[src/rtl/mem_arbiter.sv]
// mem_arbiter: round-robin, lock-aware arbiter sharing one banked memory between D-cache (port 0) and I-cache (port 1).
// Define MEM_ARB_TIMEOUT_EN to bound how long a locked owner can starve the other port (MAX_HOLD cycles).
module mem_arbiter #(
   parameter int ADDR_W   = 16,
   parameter int DATA_W   = 16,
   parameter int RD_LAT   = 2,
   parameter int MAX_HOLD = 16
) (
   input  logic              clk,
   input  logic              rst,
   input  logic              req0,
   input  logic              req1,
   input  logic              wr0,
   input  logic              wr1,
   input  logic              lock0,
   input  logic              lock1,
   input  logic [ADDR_W-1:0] addr0,
   input  logic [ADDR_W-1:0] addr1,
   input  logic [DATA_W-1:0] wdata0,
   input  logic [DATA_W-1:0] wdata1,
   output logic              gnt0,
   output logic              gnt1,
   output logic              stall0,
   output logic              stall1,
   output logic              rvalid0,
   output logic              rvalid1,
   output logic [DATA_W-1:0] rdata,
   output logic [ADDR_W-1:0] mem_addr,
   output logic [DATA_W-1:0] mem_wdata,
   output logic              mem_rd,
   output logic              mem_wr,
   input  logic [DATA_W-1:0] mem_rdata,
   input  logic [3:0]        busy,
   input  logic              mem_stall
);
   logic              r_last_gnt, r_locked, r_owner;
   logic [RD_LAT-1:0] r_vld, r_id;
   logic              w_req_o, w_lock_o, w_lk, w_g0, w_g1, w_wr, w_lock_g;
   logic              w_blk, w_acc, w_rd, w_to;
   logic [ADDR_W-1:0] w_addr;

   // a held lock only survives while its owner keeps both req and lock high
   assign w_req_o  = r_owner ? req1 : req0;
   assign w_lock_o = r_owner ? lock1 : lock0;
   assign w_lk     = r_locked & w_req_o & w_lock_o;
   assign w_g0     = w_lk ? ~r_owner : req0 & (~req1 | r_last_gnt);
   assign w_g1     = w_lk ? r_owner : req1 & (~req0 | ~r_last_gnt);

   assign w_addr   = w_g1 ? addr1 : addr0;
   assign w_wr     = w_g1 ? wr1 : wr0;
   assign w_lock_g = w_g1 ? lock1 : lock0;
   assign w_blk    = mem_stall | busy[w_addr[2:1]];
   assign w_acc    = (w_g0 | w_g1) & ~w_blk;
   assign w_rd     = w_acc & ~w_wr;

   // reset forces every combinational output low without waiting for a clock
   assign gnt0      = rst & w_g0;
   assign gnt1      = rst & w_g1;
   assign stall0    = gnt0 & w_blk;
   assign stall1    = gnt1 & w_blk;
   assign mem_rd    = rst & w_rd;
   assign mem_wr    = rst & w_acc & w_wr;
   assign mem_addr  = rst ? w_addr : '0;
   assign mem_wdata = rst ? (w_g1 ? wdata1 : wdata0) : '0;
   assign rvalid0   = r_vld[RD_LAT-1] & ~r_id[RD_LAT-1];
   assign rvalid1   = r_vld[RD_LAT-1] & r_id[RD_LAT-1];
   assign rdata     = r_vld[RD_LAT-1] ? mem_rdata : '0;

`ifdef MEM_ARB_TIMEOUT_EN
   localparam int HW = $clog2(MAX_HOLD + 1);
   logic [HW-1:0] r_hold;
   logic          w_wait;
   assign w_wait = w_lk & (r_owner ? req0 : req1);
   assign w_to   = w_wait & (r_hold == HW'(MAX_HOLD - 1));
   always_ff @(posedge clk or negedge rst)
      if (!rst) r_hold <= '0;
      else      r_hold <= (w_wait & ~w_to) ? r_hold + 1'b1 : '0;
`else
   assign w_to = (MAX_HOLD < 0);
`endif

   // on timeout the owner is recorded as last winner so the starved port takes the next tie
   always_ff @(posedge clk or negedge rst)
      if (!rst) begin
         r_last_gnt <= 1'b1;
         r_locked   <= 1'b0;
         r_owner    <= 1'b0;
         r_vld      <= '0;
         r_id       <= '0;
      end else begin
         r_vld      <= (r_vld << 1) | RD_LAT'(w_rd);
         r_id       <= (r_id << 1) | RD_LAT'(w_g1);
         r_last_gnt <= w_to ? r_owner : (w_acc ? w_g1 : r_last_gnt);
         r_locked   <= ~w_to & ((w_acc & w_lock_g) | w_lk);
         r_owner    <= (w_acc & w_lock_g) ? w_g1 : r_owner;
      end
endmodule

[config.mk]
export PLATFORM = sky130hd
export DESIGN_NAME = mem_arbiter
export DESIGN_NICKNAME = d
export VERILOG_FILES = /design/src/rtl/mem_arbiter.sv
export SDC_FILE = /design/constraint.sdc
export NUM_CORES = 1
export LEC_CHECK = 0
export CAP_MARGIN = 10
export CORE_MARGIN = 2
export CORE_UTILIZATION = 23
export DETAILED_ROUTE_END_ITERATION = 16
export GPL_ROUTABILITY_DRIVEN = 0
export PLACE_DENSITY = 0.8
export SLEW_MARGIN = 20
export SYNTH_ARGS = -nofsm -noshare
export SYNTH_HDL_FRONTEND = slang
export SYNTH_SLANG_ARGS = --single-unit
[constraint.sdc]
create_clock -name clk -period 2.89 [get_ports clk]
set_input_delay 0.578 -clock clk [delete_from_list [all_inputs] [get_ports clk]]
set_output_delay 0.578 -clock clk [all_outputs]
set_load 0.005 [all_outputs]
==> impl_metrics.ini <==
[global_route]
grtUsageTotal = 0.175
globalRouteOverflowTotal = 0
first_global_vias = 1718
grt_max_degree = 33
grt_first_pass_wirelength_um = 7520
antenna_found_initial = 0

[run_status]
status = finished, violations left
violations = negative setup slack

[clocking]
path_clk_slew_ns = 0.04
cts_max_path_buffers = 2
numCtsBuffers = 3
clk_latency_ns = 0.23
cts-root-buf = clkbuf_8
cts.sinks = 7
h-tree-depth = 1
tritoncts = built

[yosys]
synth_edf_count = 0
synth_common_cells = 66 x nand2_1, 30 x a21boi_0, 19 x and2_1
seq_area_frac_synth = 0.159
syn-cell-area_mm2 = 0.00111
postSynth.asyncResetShare = 1.00
syn_nets = 261
synth_ff_type = dfrtp_1
yosys-top-cells-area = nand2_1 22%, a21boi_0 20%, dfrtp_1 14%
ys_seq_elements = 7
yosysWarnings = 0
syn_avg_cell_area_um2 = 6.61
synth_cell_types = 28
synth_top_area_frac = 0.223
synth_cells = 168
yosysTopAreaCell = nand2_1
synth_most_common_cell = nand2_1

[power_and_ir_drop]
p_sw_w = 0.000272
p_comb_frac = 0.670
p_seq_frac = 0.164
swShare = 0.326
p_int_w = 0.000562
leakagePower_nw = 1.23
peakVddDrop_mv = 0.155
p_clk_frac = 0.166
powerDensity_mw_per_mm2 = 296

[cells_and_area]
drive_above_1_share = 0.131
fill_cells = 426
antenna_cells = 0
seq_area_um2 = 176
multi_input_area_um2 = 886
fin_nets = 423
area_growth_pct = 154
stdcell_count = 383

[worst_setup_path]
path_max_fanout = 4
start_kind = input port
endpoint_kind = primary output
cp.required_ns = 2.31
reg2regPathDepth = 10
critPathKind = in2out
critPathArrivalTime_ns = 2.51

[placed_design]
io_buffers = 148
place_inst = 374
place_ws_ns = -0.932
dp_hpwl_um = 3930

[die]
row_count = 25
dieHeight_um = 73.5
die_area_mm2 = 0.00540
boundaryPins = 149
core_mm2 = 0.00469
start_util = 0.237
die_x_um = 73.5

[routing]
routed_wl_um = 4870
drt_iter0_markers = 49
drc = 0
dr.pass1.iters = 4
via_count = 1713
wl_per_cell_um = 12.7
drtAntennaViolNets = 0
viasPerCell = 4.47

[sta]
setup_viol = 26
worst_slack_ns = -0.201
rsz0062_at_grt = true
clock_skew_ns = 0.000184
fmax_ghz = 0.323
hold_violations = 0
slew_violations = 0
worstMarginPinSlew_ns = 0.344
min_period_ns = 3.09
max-slew-margin-rel = 0.770
fin_crit_sh = 1.07

[hold_path]
hp-class = reg2reg
holdPathStages = 0

[flow_run]
cap_violations = 0
[metal layers]
layer  part of all wire  GRT usage  vias up
li1                   -          -      870
met4              0.020     0.0687        0
met2               0.50      0.330       95
met5                  0          0        -
met3               0.11     0.0480        8
met1               0.36      0.179      740
[per-stage QoR]
stage / instance area, um^2 / hold WS (ns) / util / power, W / setup TNS, ns
final: 2820 / 0.344 / 0.601 / 0.000834 / -2.70
after global routing: 2820 / 0.354 / 0.601 / 0.000903 / -5.71
after CTS: 2810 / 0.344 / 0.598 / 0.000841 / -3.20
after detailed placement: 2720 / 0.335 / 0.581 / 0.000683 / -18.18
after global placement: 2720 / 0.333 / 0.581 / 0.000673 / -16.40
after floorplan: 1110 / 0.282 / - / 0.000344 / 0
[worst max-delay path, cell delays in order]
cell	delay, ns
buf_2	0.12
nor2b_4	0.12
a221o_2	0.45
inv_8	0.09
mux2i_4	0.30
mux2i_4	0.31
a22oi_4	0.12
buf_6	0.13
nor3b_2	0.15
buf_2	0.14
[cell usage in the layout (no fill, tap or decap), types with 2 or more instances in the layout]
master / n
buf_6: 3
a21boi_0: 28
nand2_1: 66
and2_1: 19
dlygate4sd2_1: 9
buf_4: 17
dfrtp_1: 6
nor2b_4: 2
inv_1: 4
mux2i_4: 2
clkbuf_8: 3
nor3b_2: 2
a21boi_1: 2
mux2i_1: 4
nor2_1: 2
o21ai_0: 2
clkdlybuf4s50_1: 132
buf_2: 5
nor2b_1: 5
[path summary, 6_finish.rpt]
check                      slack [ns]                endpoint                from
min in group asynchronous        0.74      r_vld[0]$_DFF_PN0_                 rst
min                              0.34       r_id[1]$_DFF_PN0_   r_id[0]$_DFF_PN0_
max reg2reg                      0.44     r_owner$_DFFE_PN0P_  r_locked$_DFF_PN0_
min reg2reg                      0.34       r_id[1]$_DFF_PN0_   r_id[0]$_DFF_PN0_
max                             -0.20                  mem_wr                req0
max in group asynchronous        1.89  r_last_gnt$_DFFE_PN1P_                 rst
[final cells by class]
class	instances	area share
Clock buffer	3	0.0146
Clock inverter	1	0.00178
Inverter	5	0.00932
Multi-Input combinational cell	145	0.314
Sequential cell	7	0.0626
Tap cell	54	0.0240
Timing Repair Buffer	168	0.573
[cell families (layout without fill, tap and decap cells)]
group / Yosys count / in the layout / share of synthesized area
AND/OR/NAND/NOR: 97 / 97 / 0.410
AO/OA/AOI/OAI: 41 / 41 / 0.283
buffers and inverters: 16 / 177 / 0.0676
multiplexers: 7 / 7 / 0.0811
flip-flops: 7 / 7 / 0.159
[timing repair]
action / CTS / global route
buffers inserted: 5 / 1
setup endpoints to repair: 37 / 28
hold buffers: 0 / 0
pin swaps: 6 / 4
gates resized for setup: 47 / 2
[state kept, by name (all words and copies together) (netlist names)]
register / count
r_id: 2
r_owner: 1
r_last_gnt: 1
r_vld: 2
r_locked: 1
[power groups by stage]
stage / sequential (W) / combinational, W / clock [W]
after detailed placement: 0.000136 / 0.000547 / 0
after floorplan: 0.000131 / 0.000213 / 0
final: 0.000137 / 0.000559 / 0.000138
after global routing: 0.000140 / 0.000615 / 0.000147
after global placement: 0.000135 / 0.000538 / 0
after CTS: 0.000136 / 0.000563 / 0.000141
Note: power is estimated with default switching activity, not from simulation.
